===== src/rtl/serial_frame_rx.sv =====
// Serial frame receiver: start bit, DATA_W payload bits LSB first, optional even parity, stop bit.
// Define RX_PARITY_EN to add the parity bit (state PAR) after the payload.
module serial_frame_rx #(
    parameter int DATA_W = 8,
    parameter int CNT_W  = 8
) (
    input  logic              clkAB,
    input  logic              rst,
    input  logic              rx_en,
    input  logic              din,
    output logic [DATA_W-1:0] rx_data,
    output logic              rx_valid,
    output logic              frame_err,
    output logic [CNT_W-1:0]  frame_cnt,
    output logic [CNT_W-1:0]  err_cnt
);

    localparam int IDX_W = $clog2(DATA_W);
    localparam logic [IDX_W-1:0] LAST_IDX = IDX_W'(DATA_W - 1);

    typedef enum logic [2:0] {
        IDLE  = 3'd0,
        DATA  = 3'd1,
`ifdef RX_PARITY_EN
        PAR   = 3'd2,
`endif
        STOP  = 3'd3,
        WAIT1 = 3'd4
    } state_t;

    state_t             state_q, state_d;
    logic [IDX_W-1:0]   idx_q, idx_d;
    logic [DATA_W-1:0]  shift_q, shift_d;
    logic [DATA_W-1:0]  rx_data_q, rx_data_d;
    logic               rx_valid_q, rx_valid_d;
    logic               frame_err_q, frame_err_d;
    logic [CNT_W-1:0]   frame_cnt_q, frame_cnt_d;
    logic [CNT_W-1:0]   err_cnt_q, err_cnt_d;
    logic               din_q;
    logic               par_err;

`ifdef RX_PARITY_EN
    logic par_q, par_d;
    // Even parity: payload plus parity bit must hold an even number of ones.
    assign par_err = ^{shift_q, par_q};
`else
    assign par_err = 1'b0;
`endif

    always_ff @(posedge clkAB) begin
        if (rst) begin
            state_q     <= IDLE;
            idx_q       <= '0;
            shift_q     <= '0;
            din_q       <= 1'b1;
            rx_data_q   <= '0;
            rx_valid_q  <= 1'b0;
            frame_err_q <= 1'b0;
            frame_cnt_q <= '0;
            err_cnt_q   <= '0;
`ifdef RX_PARITY_EN
            par_q       <= 1'b0;
`endif
        end else begin
            state_q     <= state_d;
            idx_q       <= idx_d;
            shift_q     <= shift_d;
            din_q       <= din;
            rx_data_q   <= rx_data_d;
            rx_valid_q  <= rx_valid_d;
            frame_err_q <= frame_err_d;
            frame_cnt_q <= frame_cnt_d;
            err_cnt_q   <= err_cnt_d;
`ifdef RX_PARITY_EN
            par_q       <= par_d;
`endif
        end
    end

    always_comb begin
        state_d     = state_q;
        idx_d       = idx_q;
        shift_d     = shift_q;
        rx_data_d   = rx_data_q;
        rx_valid_d  = 1'b0;
        frame_err_d = 1'b0;
        frame_cnt_d = frame_cnt_q;
        err_cnt_d   = err_cnt_q;
`ifdef RX_PARITY_EN
        par_d       = par_q;
`endif
        if (!rx_en) begin
            // Disabling drops any partial frame silently.
            state_d = IDLE;
            idx_d   = '0;
        end else begin
            case (state_q)
                IDLE: begin
                    if (!din_q) begin
                        state_d = DATA;
                        idx_d   = '0;
                    end
                end
                DATA: begin
                    shift_d[idx_q] = din_q;
                    if (idx_q == LAST_IDX) begin
`ifdef RX_PARITY_EN
                        state_d = PAR;
`else
                        state_d = STOP;
`endif
                    end else begin
                        idx_d = idx_q + 1'b1;
                    end
                end
`ifdef RX_PARITY_EN
                PAR: begin
                    par_d   = din_q;
                    state_d = STOP;
                end
`endif
                STOP: begin
                    if (din_q && !par_err) begin
                        rx_data_d   = shift_q;
                        rx_valid_d  = 1'b1;
                        frame_cnt_d = frame_cnt_q + 1'b1;
                        state_d     = IDLE;
                    end else begin
                        frame_err_d = 1'b1;
                        if (err_cnt_q != '1) begin
                            err_cnt_d = err_cnt_q + 1'b1;
                        end
                        state_d = WAIT1;
                    end
                end
                // A broken frame may leave the line low; wait for idle before hunting a start bit.
                WAIT1: begin
                    if (din_q) begin
                        state_d = IDLE;
                    end
                end
                default: state_d = IDLE;
            endcase
        end
    end

    assign rx_data   = rx_data_q;
    assign rx_valid  = rx_valid_q;
    assign frame_err = frame_err_q;
    assign frame_cnt = frame_cnt_q;
    assign err_cnt   = err_cnt_q;

endmodule


===== config.mk =====
export PLATFORM = sky130hd
export DESIGN_NAME = serial_frame_rx
export DESIGN_NICKNAME = d
export VERILOG_FILES = /design/src/rtl/serial_frame_rx.sv
export SDC_FILE = /design/constraint.sdc
export NUM_CORES = 1
export LEC_CHECK = 0
export CORE_ASPECT_RATIO = 0.6
export CORE_MARGIN = 2
export CORE_UTILIZATION = 47
export DETAILED_ROUTE_END_ITERATION = 10
export PLACE_DENSITY = 0.83
export SLEW_MARGIN = 20
export SYNTH_ARGS = -nofsm -noshare
export SYNTH_HDL_FRONTEND = slang
export SYNTH_SLANG_ARGS = --single-unit

===== constraint.sdc =====
create_clock -name clkAB -period 1.7 [get_ports clkAB]
set_clock_uncertainty 0.15 [all_clocks]
set_input_delay 0.425 -clock clkAB [delete_from_list [all_inputs] [get_ports clkAB]]
set_output_delay 0.425 -clock clkAB [all_outputs]
set_load 0.02 [all_outputs]

==> metrics.txt <==
power per cell area 766 nW/um^2; share of the yosys chip area belonging to registers 46.6%; Die Area 4270 sq um; maximum net fanout on the critical path 5; endpoint arrival time on the critical path 1.76 ns; detailed-route wire length per cell 13.6 microns; worst slew pin tran 0.489 ns; number of violations reported at the end of detailed-routing iteration 0 114; kind of start point of the critical path flip-flop; total clock sinks 41; die width 83.0 microns; endpoints failing setup 0; Port Buf Inserts 29; number of distinct standard cells referenced by the synthesized netlist 41; final slew viol count 0; vias per cell 5.35; number of synthesized register bits 41; worst relative slew slack 66.9%; number of antenna diodes 0; Peak VDD IR 580 uV; destination of the critical timing path err_cnt[2]; classification of the worst-slack hold path flip-flop to flip-flop; global routing's busiest layer met2; met2 track demand over resource 31.7%; final cell area excluding filler cells 2330 sq um; overflow left after global routing 0; Layout area overhead 32.3%; worst-skew pair later-pin latency 0.30 ns; Placed Area 2210 sq um; number of enable-type register cells in the synthesized netlist 0; layout cell share with drive strength beyond 1 16.3%; synth warn 0; most common cell after layout, fill and taps aside dfxtp_1; FMAX 599 MHz; via total after detailed routing 1593; maximum number of pins on one net before global-route repair 19; clock transition at the register clock pins on the worst setup and hold paths after CTS 0.08 ns; residual DRC count 0; Longest Clk Path Bufs 2; FF-to-FF setup slack 0.03 ns; first-pass iteration count of the detailed router 4; final hold vios 0; maximum capacitance violations 0; first-pass GRT wire length 6590 microns; fraction of post-synthesis cell area in the top cell type by area 46.6%; final critical delay including setup and external delays 1.67 ns; commonest cells after routing, fill and taps aside dfxtp_1, nand2_1, dlygate4sd2_1; Clk Tree Root Cell clkbuf_8; cells after synthesis 203; net count of the finished layout 259; Worst Reg-to-Reg Cells 6; most area-consuming cells after synthesis dfxtp_1, nand2_1, a21oi_1, nor2_1, ha_1; number of top-level pins 30; Syn Std Cell Area 1760 sq um; Main synth FF type dfxtp_1; Setup Slack @ Placement -0.383 ns; number of antenna-violating nets in the routed design 0; Initial Util 48.4%; reg-to-reg critical path endpoint err_cnt[2]; post-layout instance count excluding filler cells 298; final worst path period share 98.2%; final routed wirelength across all metal layers 4040 microns; clock tree from TritonCTS built; post-synth top area cell dfxtp_1; sum of negative setup slack 0 ns; number of clock buffers inserted by TritonCTS 5; worst setup path startpoint err_cnt[0]; Placed Instances 289; critical path type flip-flop to flip-flop; antenna violations before repair 0; Post-Synthesis Net Count 211; fraction of met1 tracks used by global routing 25.6%; final worst-path setup slack 0.0305 ns; Placement Rows 17; async set or reset register ratio after synthesis 0%; leak pwr 1.01 nW; core area 3640 sq um; via count of the first global-routing pass 1426; met3 Use GR 5.01%; Setup crit end kind flip-flop; mean instance size in the synthesized netlist 8.67 sq um; weighted congestion at the end of routability-driven global placement 0.843; CTS H-tree depth 2; outcome complete, no violations; global-route total usage across every layer 19.8%; startpoint of the lowest-slack register-to-register path err_cnt[0]; die height 51.4 microns; required time of the critical path 1.79 ns; DP Wirelength 2830 microns
==> flip-flops by register name (all words and copies together), names as in the netlist <==
| signal | flops |
|---|---|
| err_cnt | 8 |
| shift_q | 8 |
| idx_q | 3 |
| frame_err | 1 |
| rx_data | 8 |
| frame_cnt | 8 |
| din_q | 1 |
| rx_valid | 1 |
| state_q | 3 |
==> report_power, final <==
group	switching, mW	internal, mW	leakage (nW)
Clock	0.334	0.427	0.0540
Sequential	0.00614	0.962	0.333
Combinational	0.0312	0.0234	0.624
Total	0.371	1.41	1.01
==> routing by layer <==
layer	routed length [microns]	part of all wire, %
met1	1940	48
met2	1850	46
met3	191	4.7
met4	61	1.5
met5	0	0
==> per-stage QoR <==
step,power (mW),util (%),hold WS [ns]
2_1_floorplan,1.02,-,0.278
3_3_place_gp,1.04,60.7,0.291
3_5_place_dp,1.05,60.7,0.298
4_1_cts,1.79,63.3,0.306
5_1_grt,1.83,64.0,0.322
6_report,1.78,64.0,0.304
==> critical path, stage by stage (launching register included) <==
cell and delay, ns:
dfxtp_2 0.36, ha_4 0.18, and3_4 0.20, a211oi_4 0.33
buf_6 0.16, nand3_1 0.08, a21oi_1 0.13
==> worst min path at each step <==
| stage | start | endpoint | slack [ns] | depth (start not counted) |
|---|---|---|---|---|
| 6_report | rx_data[4] | rx_data[4] | 0.30 | 2 |
| 3_3_place_gp | rx_data[7] | rx_data[7] | 0.29 | 2 |
| 3_5_place_dp | rx_data[4] | rx_data[4] | 0.30 | 2 |
| 4_1_cts | rx_data[4] | rx_data[4] | 0.31 | 2 |
| 5_1_grt | rx_data[4] | rx_data[4] | 0.32 | 2 |
| 2_1_floorplan | shift_q[4] | rx_data[4] | 0.28 | 2 |
==> synth_stat cells, types with 3 or more instances <==
master and n:
and3_1 3, nand4_1 5, clkbuf_1 5, nand2_1 36, a31oi_1 3, nor3_1 4, xor2_1 4, a21oi_1 20
nand3_1 7, nor2_1 22, dfxtp_1 41, ha_1 4, inv_1 3, nand2b_1 3, o21ai_0 5, xnor2_1 3
mux2i_1 5
==> final cells by class <==
cell class | instances | area, sq um
fill | 331 | 1310
multi-input combinational | 149 | 906
sequential | 41 | 826
timing repair buffer | 51 | 423
clock buffer | 5 | 68.8
tap | 47 | 58.8
clock inverter | 2 | 35.0
inverter | 3 | 11.3
==> logic make-up (layout without fill, tap and decap cells) <==
| logic type | after synthesis | count (layout) | synth area share, % |
|---|---|---|---|
| flops | 41 | 41 | 46.6 |
| fa+ha+maj | 4 | 4 | 2.84 |
| simple gates | 98 | 98 | 28.4 |
| buf+inv | 13 | 61 | 3.77 |
| mux | 5 | 5 | 2.84 |
| compound gates | 35 | 35 | 12.0 |
| xor+xnor | 7 | 7 | 3.48 |
==> what timing repair did <==
item | in CTS | in global routing
hold endpoints to repair | 0 | 0
endpoints found under the setup margin | 33 | 6
gates resized for setup | 28 | 12
pin swaps | 1 | 1
setup buffers | 2 | 0
hold buffers | 0 | 0
Power figures use the tool's default switching activity.
